File: src/rtl/sdram_arb_pkg.sv
// -----------------------------------------------------------------------------
// sdram_arb_pkg
// Shared types and constants for the SDRAM CPU-port arbiter.
//   arb_state_e   : arbiter FSM states
//   TIMEOUT_RDATA : read data returned to a requester whose transaction
//                   timed out (only used when SDRAM_ARB_TIMEOUT_EN is defined)
// -----------------------------------------------------------------------------
package sdram_arb_pkg;

  typedef enum logic [2:0] {
    IDLE      = 3'd0,
    ISSUE     = 3'd1,
    WAIT_BUSY = 3'd2,
    WAIT_DONE = 3'd3,
    RESPOND   = 3'd4,
    DRAIN     = 3'd5
  } arb_state_e;

  localparam logic [31:0] TIMEOUT_RDATA = 32'hDEADBEEF;

endpackage

File: src/rtl/sdram_port_arbiter_rr_arbiter.sv
// -----------------------------------------------------------------------------
// rr_arbiter
// Combinational round-robin picker: returns the first requesting index after
// 'last', wrapping modulo N.
// Ports:
//   req   [N-1:0]          request vector
//   last  [$clog2(N)-1:0]  most recently granted index
//   grant [$clog2(N)-1:0]  selected index (0 when nothing requests)
//   valid                  at least one request present
// -----------------------------------------------------------------------------
module rr_arbiter
  import sdram_arb_pkg::*;
#(
  parameter int N = 2
) (
  input  logic [N-1:0]         req,
  input  logic [$clog2(N)-1:0] last,
  output logic [$clog2(N)-1:0] grant,
  output logic                 valid
);

  localparam int W = $clog2(N);

  logic [W-1:0] idx_s;

  // Walk the ring starting just after 'last'; the first hit wins.
  always_comb begin
    grant = {W{1'b0}};
    valid = 1'b0;
    idx_s = {W{1'b0}};
    for (int k = 1; k <= N; k++) begin
      idx_s = W'((int'(last) + k) % N);
      if (!valid && req[idx_s]) begin
        grant = idx_s;
        valid = 1'b1;
      end else begin
        valid = valid;
      end
    end
  end

endmodule

File: src/rtl/sdram_port_arbiter.sv
// -----------------------------------------------------------------------------
// sdram_port_arbiter
// Shares the CPU-side port of the SDRAM interface between NUM_PORTS
// requesters. Round-robin arbitration, one transaction in flight, downstream
// command held stable until the interface reports completion.
//
// Ports:
//   cpu_clk, reset_n               clock, async active-low reset
//   req_ren/req_wen [NUM_PORTS]    per-port read/write request levels
//   req_addr/req_wdata [32*N]      per-port address / write data
//   req_bsv [4*N]                  per-port byte select
//   req_ack [NUM_PORTS]            one-cycle completion pulse
//   rd_data [32]                   read data, valid with req_ack
//   grant_id                       current / last granted port
//   mem_ren, mem_wen               one-cycle command to the interface
//   mem_addr, mem_wdata, mem_bsv   command payload, stable for the transaction
//   mem_rdata, mem_ready           interface response
//   timeout_err                    sticky watchdog flag
//
// Build option: define SDRAM_ARB_TIMEOUT_EN to enable the watchdog
// (TIMEOUT_CYCLES) and the DRAIN state; otherwise timeout_err is tied 0.
// -----------------------------------------------------------------------------
module sdram_port_arbiter
  import sdram_arb_pkg::*;
#(
  parameter int NUM_PORTS      = 2,
  parameter int TIMEOUT_CYCLES = 4096
) (
  input  logic                         cpu_clk,
  input  logic                         reset_n,
  input  logic [NUM_PORTS-1:0]         req_ren,
  input  logic [NUM_PORTS-1:0]         req_wen,
  input  logic [NUM_PORTS*32-1:0]      req_addr,
  input  logic [NUM_PORTS*32-1:0]      req_wdata,
  input  logic [NUM_PORTS*4-1:0]       req_bsv,
  output logic [NUM_PORTS-1:0]         req_ack,
  output logic [31:0]                  rd_data,
  output logic [$clog2(NUM_PORTS)-1:0] grant_id,
  output logic                         mem_ren,
  output logic                         mem_wen,
  output logic [31:0]                  mem_addr,
  output logic [31:0]                  mem_wdata,
  output logic [3:0]                   mem_bsv,
  input  logic [31:0]                  mem_rdata,
  input  logic                         mem_ready,
  output logic                         timeout_err
);

  localparam int IDW = $clog2(NUM_PORTS);
  localparam logic [NUM_PORTS-1:0] ACK_ONE = {{(NUM_PORTS-1){1'b0}}, 1'b1};

  arb_state_e           state_r, next_state_s;
  logic [NUM_PORTS-1:0] req_s;
  logic [IDW-1:0]       last_r, pick_s;
  logic                 pick_valid_s, start_s, is_read_r, timeout_s;

  assign req_s   = req_ren | req_wen;
  assign start_s = (state_r == IDLE) && pick_valid_s && mem_ready;

  rr_arbiter #(.N(NUM_PORTS)) u_rr (
    .req   (req_s),
    .last  (last_r),
    .grant (pick_s),
    .valid (pick_valid_s)
  );

`ifdef SDRAM_ARB_TIMEOUT_EN
  localparam int CW = $clog2(TIMEOUT_CYCLES + 1);

  logic [CW-1:0] wait_cnt_r;
  logic          timed_out_r, timeout_err_r, stalled_s;

  // Stalled means the current wait state would not advance this cycle.
  assign stalled_s   = ((state_r == WAIT_BUSY) && mem_ready) ||
                       ((state_r == WAIT_DONE) && !mem_ready);
  assign timeout_s   = stalled_s && (wait_cnt_r == CW'(TIMEOUT_CYCLES - 1));
  assign timeout_err = timeout_err_r;

  // Watchdog counter (restarts on every state entry) and sticky error flags.
  always_ff @(posedge cpu_clk or negedge reset_n) begin
    if (!reset_n) begin
      wait_cnt_r    <= {CW{1'b0}};
      timed_out_r   <= 1'b0;
      timeout_err_r <= 1'b0;
    end else begin
      if (next_state_s != state_r) begin
        wait_cnt_r <= {CW{1'b0}};
      end else if ((state_r == WAIT_BUSY) || (state_r == WAIT_DONE)) begin
        wait_cnt_r <= wait_cnt_r + CW'(1);
      end else begin
        wait_cnt_r <= {CW{1'b0}};
      end
      // timed_out_r steers RESPOND into DRAIN so the late completion from the
      // interface is absorbed before the next grant.
      if (timeout_s) begin
        timed_out_r   <= 1'b1;
        timeout_err_r <= 1'b1;
      end else if (state_r == RESPOND) begin
        timed_out_r <= 1'b0;
      end
    end
  end
`else
  logic unused_timeout_s;

  assign timeout_s        = 1'b0;
  assign timeout_err      = 1'b0;
  assign unused_timeout_s = ^TIMEOUT_CYCLES;
`endif

  // FSM state register.
  always_ff @(posedge cpu_clk or negedge reset_n) begin
    if (!reset_n) begin
      state_r <= IDLE;
    end else begin
      state_r <= next_state_s;
    end
  end

  // FSM next-state logic.
  always_comb begin
    next_state_s = state_r;
    case (state_r)
      IDLE: begin
        if (start_s) next_state_s = ISSUE;
        else         next_state_s = IDLE;
      end
      ISSUE: next_state_s = WAIT_BUSY;
      WAIT_BUSY: begin
        if (timeout_s)       next_state_s = RESPOND;
        else if (!mem_ready) next_state_s = WAIT_DONE;
        else                 next_state_s = WAIT_BUSY;
      end
      WAIT_DONE: begin
        if (mem_ready || timeout_s) next_state_s = RESPOND;
        else                        next_state_s = WAIT_DONE;
      end
`ifdef SDRAM_ARB_TIMEOUT_EN
      RESPOND: begin
        if (timed_out_r) next_state_s = DRAIN;
        else             next_state_s = IDLE;
      end
      DRAIN: begin
        if (mem_ready) next_state_s = IDLE;
        else           next_state_s = DRAIN;
      end
`else
      RESPOND: next_state_s = IDLE;
`endif
      default: next_state_s = IDLE;
    endcase
  end

  // Grant capture, one-cycle command strobe, read-data capture and ack pulse.
  always_ff @(posedge cpu_clk or negedge reset_n) begin
    if (!reset_n) begin
      last_r    <= IDW'(NUM_PORTS - 1);
      grant_id  <= {IDW{1'b0}};
      is_read_r <= 1'b0;
      mem_ren   <= 1'b0;
      mem_wen   <= 1'b0;
      mem_addr  <= 32'h0;
      mem_wdata <= 32'h0;
      mem_bsv   <= 4'h0;
      rd_data   <= 32'h0;
      req_ack   <= {NUM_PORTS{1'b0}};
    end else begin
      mem_ren <= 1'b0;
      mem_wen <= 1'b0;
      req_ack <= {NUM_PORTS{1'b0}};
      if (start_s) begin
        last_r    <= pick_s;
        grant_id  <= pick_s;
        mem_addr  <= req_addr[32*int'(pick_s) +: 32];
        mem_wdata <= req_wdata[32*int'(pick_s) +: 32];
        mem_bsv   <= req_bsv[4*int'(pick_s) +: 4];
        // Read wins when both enables are high.
        is_read_r <= req_ren[pick_s];
        mem_ren   <= req_ren[pick_s];
        mem_wen   <= ~req_ren[pick_s];
      end
      if ((next_state_s == RESPOND) && (state_r != RESPOND)) begin
        req_ack <= ACK_ONE << grant_id;
      end
      if ((state_r == WAIT_DONE) && mem_ready) begin
        if (is_read_r) rd_data <= mem_rdata;
      end else if (timeout_s) begin
        rd_data <= TIMEOUT_RDATA;
      end
    end
  end

endmodule

File: config.mk
export PLATFORM = sky130hd
export DESIGN_NAME = sdram_port_arbiter
export DESIGN_NICKNAME = d
export VERILOG_FILES = /design/src/rtl/sdram_arb_pkg.sv /design/src/rtl/sdram_port_arbiter_rr_arbiter.sv /design/src/rtl/sdram_port_arbiter.sv
export SDC_FILE = /design/constraint.sdc
export NUM_CORES = 1
export LEC_CHECK = 0
export CORE_AREA = 2 2 113 115
export CTS_BUF_LIST = sky130_fd_sc_hd__clkbuf_8
export CTS_CLUSTER_SIZE = 28
export DETAILED_ROUTE_END_ITERATION = 8
export DIE_AREA = 0 0 115 117
export GPL_TIMING_DRIVEN = 0
export PLACE_DENSITY = 0.86
export SYNTH_ARGS = -nofsm -noshare
export SYNTH_HDL_FRONTEND = slang
export SYNTH_SLANG_ARGS = --single-unit
export TNS_END_PERCENT = 10
File: constraint.sdc
create_clock -name cpu_clk -period 2.7 [get_ports cpu_clk]
set_clock_uncertainty 0.15 [all_clocks]
set_input_delay 0.54 -clock cpu_clk [delete_from_list [all_inputs] [get_ports cpu_clk]]
set_output_delay 0.54 -clock cpu_clk [all_outputs]
set_load 0.02 [all_outputs]
==> flow_metrics.tcl, run 1 <==
set metrics [dict create \
    synthArstFlopShare 1.00 \
    ys_types 32 \
    crit_path_cell_trace "clkdlybuf4s50_1 -> or2_2 -> clkbuf_2 -> buf_2 -> clkbuf_1 -> a311oi_1 -> a2bb2oi_2" \
    power_per_cell_area_nw_per_um2 1050 \
    track_usage 0.254 \
    synth_top_area_share 0.532 \
    start_util 0.417 \
    syn2layout_area_growth_pct 62.5 \
    ys_top_cells_by_area "dfrtp_1 (53%), a311oi_1 (12%), a2bb2oi_1 (11%)" \
    yosys_warnings 0 \
    multi_input_area_um2 2120 \
    syn_nets 606 \
    worstPathRequired_ns 2.81 \
    ys_ff_latch 110 \
    synth_cells 431 \
    dieWidth_um 115 \
    final_area_um2 8330 \
    row_count 41 \
    critical_path_class "in2reg" \
    grt_max_degree 62 \
    arrival_ns 2.68 \
    portBuffers 279 \
    min_path_type "in2async" \
    drc 0 \
    yosysTopAreaCell "dfrtp_1" \
    cts_root_buffer "clkbuf_8" \
    regArea_um2 2750 \
    antenna_found_initial 1 \
    synth_edf_count 0 \
    clk_pin_slew_worst_paths_ns 0.10 \
    syn_avg_cell_area_um2 11.9 \
    yosysMostFrequentCell "dfrtp_1" \
    fillers 950 \
    start_kind "input pin" \
    grt_pass1_vias 5091 \
    drt_iter0_drc 391 \
    p_leak_uw 0.00315 \
    cts_tree "built" \
    htree_levels 3 \
    wire_per_inst_um 20.6 \
    place_congestion 0.845 \
    ant_nets 0 \
    min_period_ns 2.57 \
    cp_slowest_stage_delay_ns 0.53 \
    hold_viol 0 \
    drv_slew 0 \
    syn_area_um2 5130 \
    nNetsFinal 897 \
    cts_buffers 9 \
    synthTopCellsByCount "dfrtp_1 (109), o21ai_0 (70), a311oi_1 (68), a2bb2oi_1 (65), mux2_2 (32)" \
    critPathCaptureType "flop" \
    worst_pin_slew_ns 0.794 \
    wl_um 18100 \
    fin_ws_ns 0.129 \
    seq_area_frac_synth 0.537 \
    setup_violations 0 \
    core_region_area_um2 12300 \
    grt_first_pass_wirelength_um 26600 \
    postPlaceCellArea_um2 8130 \
    drive_gt1_frac 0.113 \
    critPathSlowestCell "clkdlybuf4s50_1" \
    slew-limit-headroom 0.467 \
    cts_sinks 110 \
    firstDrtPassIters 5 \
    die_height_um 117 \
    rsz0062_at_grt "false" \
    critPathMaxFanout 10 \
    via_count 5097 \
    status "finished clean" \
    cts_buffer_depth 2 \
    holdWs_ns 0.0341 \
    dieArea_um2 13500 \
    io_pins 281 \
    max_freq_mhz 389 \
    overflow 0 \
    post-place-ws_ns -0.320 \
    hpwl_um 13600 \
    vias_per_cell 5.81 \
    maxCapViolCount 0 \
    peakVddDrop_mv 0.577 \
    worst_skew_pair.late_latency_ns 0.38 \
    synthFlopType "dfrtp_1" \
    fin_crit_sh 0.952 \
]
==> placed cells by master, fill, tap and decap left out, types with 4 or more instances in the layout <==
cell type        Yosys  final
clkdlybuf4s50_1      0    278
dfrtp_1            109    109
o21ai_0             70     70
a311oi_1            68     68
a2bb2oi_1           65     65
mux2_2              32     32
clkbuf_1            31     31
buf_2               19     19
clkbuf_8             0     11
nor2_1               4      4
==> critical path, delay by kind of cell <==
kind,cells,cell delay (ns)
simple gates,1,0.34
buf+inv,4,1.20
compound gates,2,0.59
==> final cells by class <==
type / count / share of cell area
antenna: 1 / 0.000300
buffer: 55 / 0.0305
clock buffer: 11 / 0.0182
clock inverter: 5 / 0.00481
multi-input combinational: 266 / 0.255
sequential: 110 / 0.331
tap: 150 / 0.0225
timing repair buffer: 280 / 0.338
==> state kept, by name, summed over array words and instances, names as in the netlist <==
register,cells
mem_addr,32
mem_wdata,32
rd_data,32
mem_bsv,4
state_r,3
req_ack,2
grant_id,1
is_read_r,1
last_r,1
mem_ren,1
mem_wen,1
==> stage by stage <==
stage,cells,TNS [ns],utilization,total power [µW]
floorplan,431,0,-,5370
global placement,860,-344.54,0.659,7570
detailed placement,861,-6.22,0.661,7740
CTS,877,0,0.676,8730
global route,877,0,0.677,9140
finish,878,0,0.677,8710
==> where the power goes <==
group / leakage, µW / switching [µW] / internal, µW
clock: 0.0000886 / 593 / 393
sequential: 0.00128 / 485 / 2450
combinational: 0.00178 / 2330 / 2450
total: 0.00315 / 3410 / 5300
==> metal layers <==
metal	global-route usage	part of all wire	up-vias
met1	0.318	0.40	2533
met5	0	0	-
met2	0.429	0.51	223
met4	0.104	0.024	0
met3	0.0572	0.069	35
li1	-	-	2306
==> cell families (layout without fill, tap and decap cells) <==
kind of cell,count (synthesis),count (layout),synth area share
flops,110,110,0.537
simple gates,20,20,0.0283
other cells,1,2,0.000731
buf+inv,55,351,0.0495
mux,32,32,0.0703
compound gates,213,213,0.314
==> timing repair <==
| item | CTS | global route |
|---|---|---|
| hold buffers | 0 | 0 |
| buffers inserted | 0 | 0 |
| resized for setup | 0 | 1 |
| endpoints found under the setup margin | 0 | 8 |
==> final timing paths <==
path	startpoint	endpoint	slack, ns	cells after the start
setup / recovery	req_ren[1]	mem_addr[23]	0.13	7
hold / removal	reset_n	mem_addr[23]	0.03	1
setup reg to reg	last_r	mem_addr[15]	0.47	5
hold reg to reg	state_r[2]	state_r[0]	0.34	1
max in group asynchronous	reset_n	mem_wdata[20]	1.63	2
min in group cpu_clk	state_r[2]	state_r[0]	0.34	1
Note: power is estimated with default switching activity, not from simulation.
==> run 2: changes to the inputs <==
--- a/config.mk
+++ b/config.mk
@@ -5,11 +5,13 @@
 export SDC_FILE = /design/constraint.sdc
 export NUM_CORES = 1
 export LEC_CHECK = 0
+export CAP_MARGIN = 10
 export CORE_AREA = 2 2 113 115
 export CTS_BUF_LIST = sky130_fd_sc_hd__clkbuf_8
 export CTS_CLUSTER_SIZE = 28
 export DETAILED_ROUTE_END_ITERATION = 8
 export DIE_AREA = 0 0 115 117
+export GPL_ROUTABILITY_DRIVEN = 0
 export GPL_TIMING_DRIVEN = 0
 export PLACE_DENSITY = 0.86
 export SYNTH_ARGS = -nofsm -noshare
==> flow_metrics.tcl, run 2 (synthesized netlist as in run 1, its figures left out) <==
set metrics [dict create \
    status "finished clean" \
    post-place-ws_ns -0.320 \
    final_cell_mix "clkdlybuf4s50_1 (278), dfrtp_1 (109), o21ai_0 (70), a311oi_1 (68), a2bb2oi_1 (65)" \
    final_area_um2 8330 \
    fin_cells 878 \
    grt_pass1_vias 5091 \
    fin_crit_sh 0.952 \
    worst_skew_pair.late_latency_ns 0.38 \
    vias_per_cell 5.81 \
    grt_max_degree 62 \
    largest_registers "mem_addr x32, mem_wdata x32, rd_data x32" \
    power_per_cell_area_nw_per_um2 1050 \
    arrival_ns 2.68 \
    row_count 41 \
    die_height_um 117 \
    cts_buffer_depth 2 \
    drt_iter0_drc 391 \
    start_util 0.417 \
    hold_viol 0 \
    fin_ws_ns 0.129 \
    wire_per_inst_um 20.6 \
    cts_sinks 110 \
    p_leak_uw 0.00315 \
    dieWidth_um 115 \
    drive_gt1_frac 0.113 \
    fillers 950 \
    min_path_type "in2async" \
    regArea_um2 2750 \
    htree_levels 3 \
    cts_root_buffer "clkbuf_8" \
    post-place-cells 861 \
    min_period_ns 2.57 \
    peakVddDrop_mv 0.577 \
    layout_commonest_cell "clkdlybuf4s50_1" \
    setup_tns_ns 0 \
    slew-limit-headroom 0.467 \
    syn2layout_area_growth_pct 62.5 \
    rsz0062_at_grt "false" \
    portBuffers 279 \
    drc 0 \
    via_count 5097 \
    critPathMaxFanout 10 \
    core_region_area_um2 12300 \
    io_pins 281 \
    max_freq_mhz 389 \
    grt_first_pass_wirelength_um 26600 \
    overflow 0 \
    use_met1 0.318 \
    track_usage 0.254 \
    worstPathRequired_ns 2.81 \
    cts_buffers 9 \
    grt.busiest_layer "met2" \
    postPlaceCellArea_um2 8130 \
    critical_path_class "in2reg" \
    critPathCaptureType "flop" \
    grt_use_met3 0.0572 \
    nNetsFinal 897 \
    setup_violations 0 \
    start_kind "input pin" \
    multi_input_area_um2 2120 \
    dieArea_um2 13500 \
    worst_pin_slew_ns 0.794 \
    maxCapViolCount 0 \
    wl_um 18100 \
    grt_use_met2 0.429 \
    antenna_found_initial 1 \
    cts_setup_buffers 0 \
    drv_slew 0 \
    firstDrtPassIters 5 \
    hpwl_um 13600 \
    ant_nets 0 \
    cts_tree "built" \
    clk_pin_slew_worst_paths_ns 0.10 \
]
-- run 2: where the power goes --
part / internal (µW) / switching [µW]
clock: 393 / 593
combinational: 2450 / 2330
sequential: 2450 / 485
-- run 2: worst paths after layout --
| kind | startpoint | to | slack (ns) | cells after the start |
|---|---|---|---|---|
| max | req_ren[1] | mem_addr[23] | 0.13 | 7 |
| min | reset_n | mem_addr[23] | 0.03 | 1 |
| max reg2reg | last_r | mem_addr[15] | 0.47 | 5 |
| min reg2reg | state_r[2] | state_r[0] | 0.34 | 1 |
| max in group asynchronous | reset_n | mem_wdata[20] | 1.63 | 2 |
| min in group cpu_clk | state_r[2] | state_r[0] | 0.34 | 1 |
-- run 2: stage by stage --
| stage | total power [µW] | util | hold slack, ns |
|---|---|---|---|
| after floorplan | 5370 | - | 0.0944 |
| after global placement | 7570 | 0.659 | 0.302 |
| after detailed placement | 7740 | 0.661 | 0.316 |
| after CTS | 8730 | 0.676 | 0.0452 |
| after global routing | 9140 | 0.677 | 0.0560 |
| final | 8710 | 0.677 | 0.0341 |
-- run 2: cell type report --
class / count / area share
diodes: 1 / 0.000300
plain buffers: 55 / 0.0305
clock buffers: 11 / 0.0182
clock inverters: 5 / 0.00481
multi-input cells: 266 / 0.255
flip-flops and latches: 110 / 0.331
well taps: 150 / 0.0225
repair buffers: 280 / 0.338
-- run 2: per-layer routing --
| metal | share of wire | wire length (µm) |
|---|---|---|
| met2 | 0.51 | 9210 |
| met3 | 0.069 | 1250 |
| met5 | 0 | 0 |
| met4 | 0.024 | 443 |
| met1 | 0.40 | 7190 |
-- run 2: worst max-delay path, cell delays in order --
cell             delay (ns)
clkdlybuf4s50_1        0.53
or2_2                  0.34
clkbuf_2               0.20
buf_2                  0.23
clkbuf_1               0.24
a311oi_1               0.49
a2bb2oi_2              0.10
-- run 2: timing repair --
item | 4_1_cts | 5_1_grt
endpoints found under the setup margin | 0 | 8
hold buffers | 0 | 0
resized for setup | 0 | 1
==> run 3: changes to the inputs <==
--- a/config.mk
+++ b/config.mk
@@ -13,6 +13,7 @@
 export DIE_AREA = 0 0 115 117
 export GPL_ROUTABILITY_DRIVEN = 0
 export GPL_TIMING_DRIVEN = 0
+export HOLD_SLACK_MARGIN = 0.12
 export PLACE_DENSITY = 0.86
 export SYNTH_ARGS = -nofsm -noshare
 export SYNTH_HDL_FRONTEND = slang
==> flow_metrics.tcl, run 3 (synthesized netlist as in run 1, its figures left out) <==
set metrics [dict create \
    dieWidth_um 115 \
    clk_pin_slew_worst_paths_ns 0.10 \
    setup_tns_ns 0 \
    rsz0062_at_grt "false" \
    slew-limit-headroom 0.465 \
    cts_tree "built" \
    drc 0 \
    critPathMaxFanout 10 \
    peakVddDrop_mv 0.576 \
    wl_um 18100 \
    worst_r2r_endpoint "mem_addr[15]" \
    track_usage 0.254 \
    vias_per_cell 5.82 \
    hpwl_um 13600 \
    die_height_um 117 \
    power_per_cell_area_nw_per_um2 1040 \
    overflow 0 \
    min_period_ns 2.57 \
    grt_pass1_vias 5091 \
    portBuffers 279 \
    r2r_start "last_r" \
    drive_gt1_frac 0.113 \
    layout_commonest_cell "clkdlybuf4s50_1" \
    ant_nets 0 \
    antenna_found_initial 1 \
    cts_root_buffer "clkbuf_8" \
    fin_crit_sh 0.954 \
    core_region_area_um2 12300 \
    status "finished clean" \
    max_freq_mhz 388 \
    largest_registers "mem_addr x32, mem_wdata x32, rd_data x32" \
    final_area_um2 8340 \
    r2r_cells 5 \
    fillers 949 \
    min_path_type "reg2reg" \
    grt_max_degree 62 \
    hold_end "state_r[0]" \
    power.total_uw 8710 \
    dieArea_um2 13500 \
    cts_setup_buffers 0 \
    cts_buffers 9 \
    io_pins 281 \
    p_leak_uw 0.00315 \
    row_count 41 \
    cts_sinks 110 \
    wire_per_inst_um 20.6 \
    start_util 0.417 \
    drv_slew 0 \
    final_cell_mix "clkdlybuf4s50_1 (278), dfrtp_1 (109), o21ai_0 (70), a311oi_1 (68), a2bb2oi_1 (65)" \
    maxCapViolCount 0 \
    worst_skew_pair.late_latency_ns 0.38 \
    cts_buffer_depth 2 \
    syn2layout_area_growth_pct 62.6 \
    htree_levels 3 \
    critical_path_class "in2reg" \
    post-place-cells 861 \
    ff2ff_setup_slack_ns 0.48 \
    hold_viol 0 \
    via_count 5113 \
    firstDrtPassIters 5 \
    drt_iter0_drc 358 \
    hold_path.startpoint "state_r[2]" \
    nNetsFinal 898 \
    fin_ws_ns 0.125 \
    critPathCaptureType "flop" \
    setup_violations 0 \
    holdPathStages 1 \
    arrival_ns 2.68 \
    worst_pin_slew_ns 0.797 \
    fin_cells 879 \
    post-place-ws_ns -0.320 \
    grt_first_pass_wirelength_um 26600 \
    postPlaceCellArea_um2 8130 \
    start_kind "input pin" \
    worstPathRequired_ns 2.81 \
]
==> run 3: cell count changes in the layout (fill, tap and decap cells not counted), sizes merged <==
cell / change
dlygate4sd3: +1
==> run 3: power by group <==
group | leakage, µW | internal (µW) | switching (µW)
Clock | 0.0000886 | 393 | 593
Combinational | 0.00179 | 2450 | 2330
Sequential | 0.00128 | 2450 | 487
Total | 0.00315 | 5300 | 3410
==> run 3: how the worst max path moves through the flow <==
stage,from,slack (ns),to
2_1_floorplan,req_ren[1],0.75,mem_addr[23]
3_3_place_gp,reset_n,-3.12,mem_wdata[23]
3_5_place_dp,req_wen[0],-0.32,mem_addr[15]
4_1_cts,req_wen[0],0.07,mem_addr[15]
5_1_grt,req_ren[1],0.006,mem_addr[22]
6_report,req_ren[1],0.13,mem_addr[23]
==> run 3: metrics by stage <==
step | hold slack, ns | util
floorplan | 0.0944 | -
global placement | 0.302 | 0.659
detailed placement | 0.316 | 0.661
CTS | 0.332 | 0.677
global route | 0.347 | 0.677
finish | 0.341 | 0.678
==> run 3: what timing repair did <==
item	CTS	global route
hold buffers	1	0
hold endpoints to repair	48	0
gates resized for setup	0	1
endpoints found under the setup margin	0	8
==> run 3: worst max-delay path, stage by stage <==
cell and delay, ns:
clkdlybuf4s50_1 0.53, or2_2 0.34, clkbuf_2 0.20, buf_2 0.23
clkbuf_1 0.25, a311oi_1 0.49, a2bb2oi_2 0.10
==> run 3: layer usage <==
| layer | up-vias | share of wire | global-route usage |
|---|---|---|---|
| met3 | 33 | 0.065 | 0.0572 |
| met5 | - | 0 | 0 |
| met1 | 2558 | 0.40 | 0.318 |
| li1 | 2307 | - | - |
| met4 | 0 | 0.023 | 0.104 |
| met2 | 215 | 0.51 | 0.429 |
==> run 3: cell type report <==
cell class / instances / area, µm² / area share
Timing Repair Buffer: 281 / 2830 / 0.339
Clock inverter: 5 / 40.0 / 0.00480
Sequential cell: 110 / 2750 / 0.330
Clock buffer: 11 / 151 / 0.0181
Tap cell: 150 / 188 / 0.0225
Multi-Input combinational cell: 266 / 2120 / 0.255
Buffer: 55 / 254 / 0.0304
Antenna cell: 1 / 2.50 / 0.000300
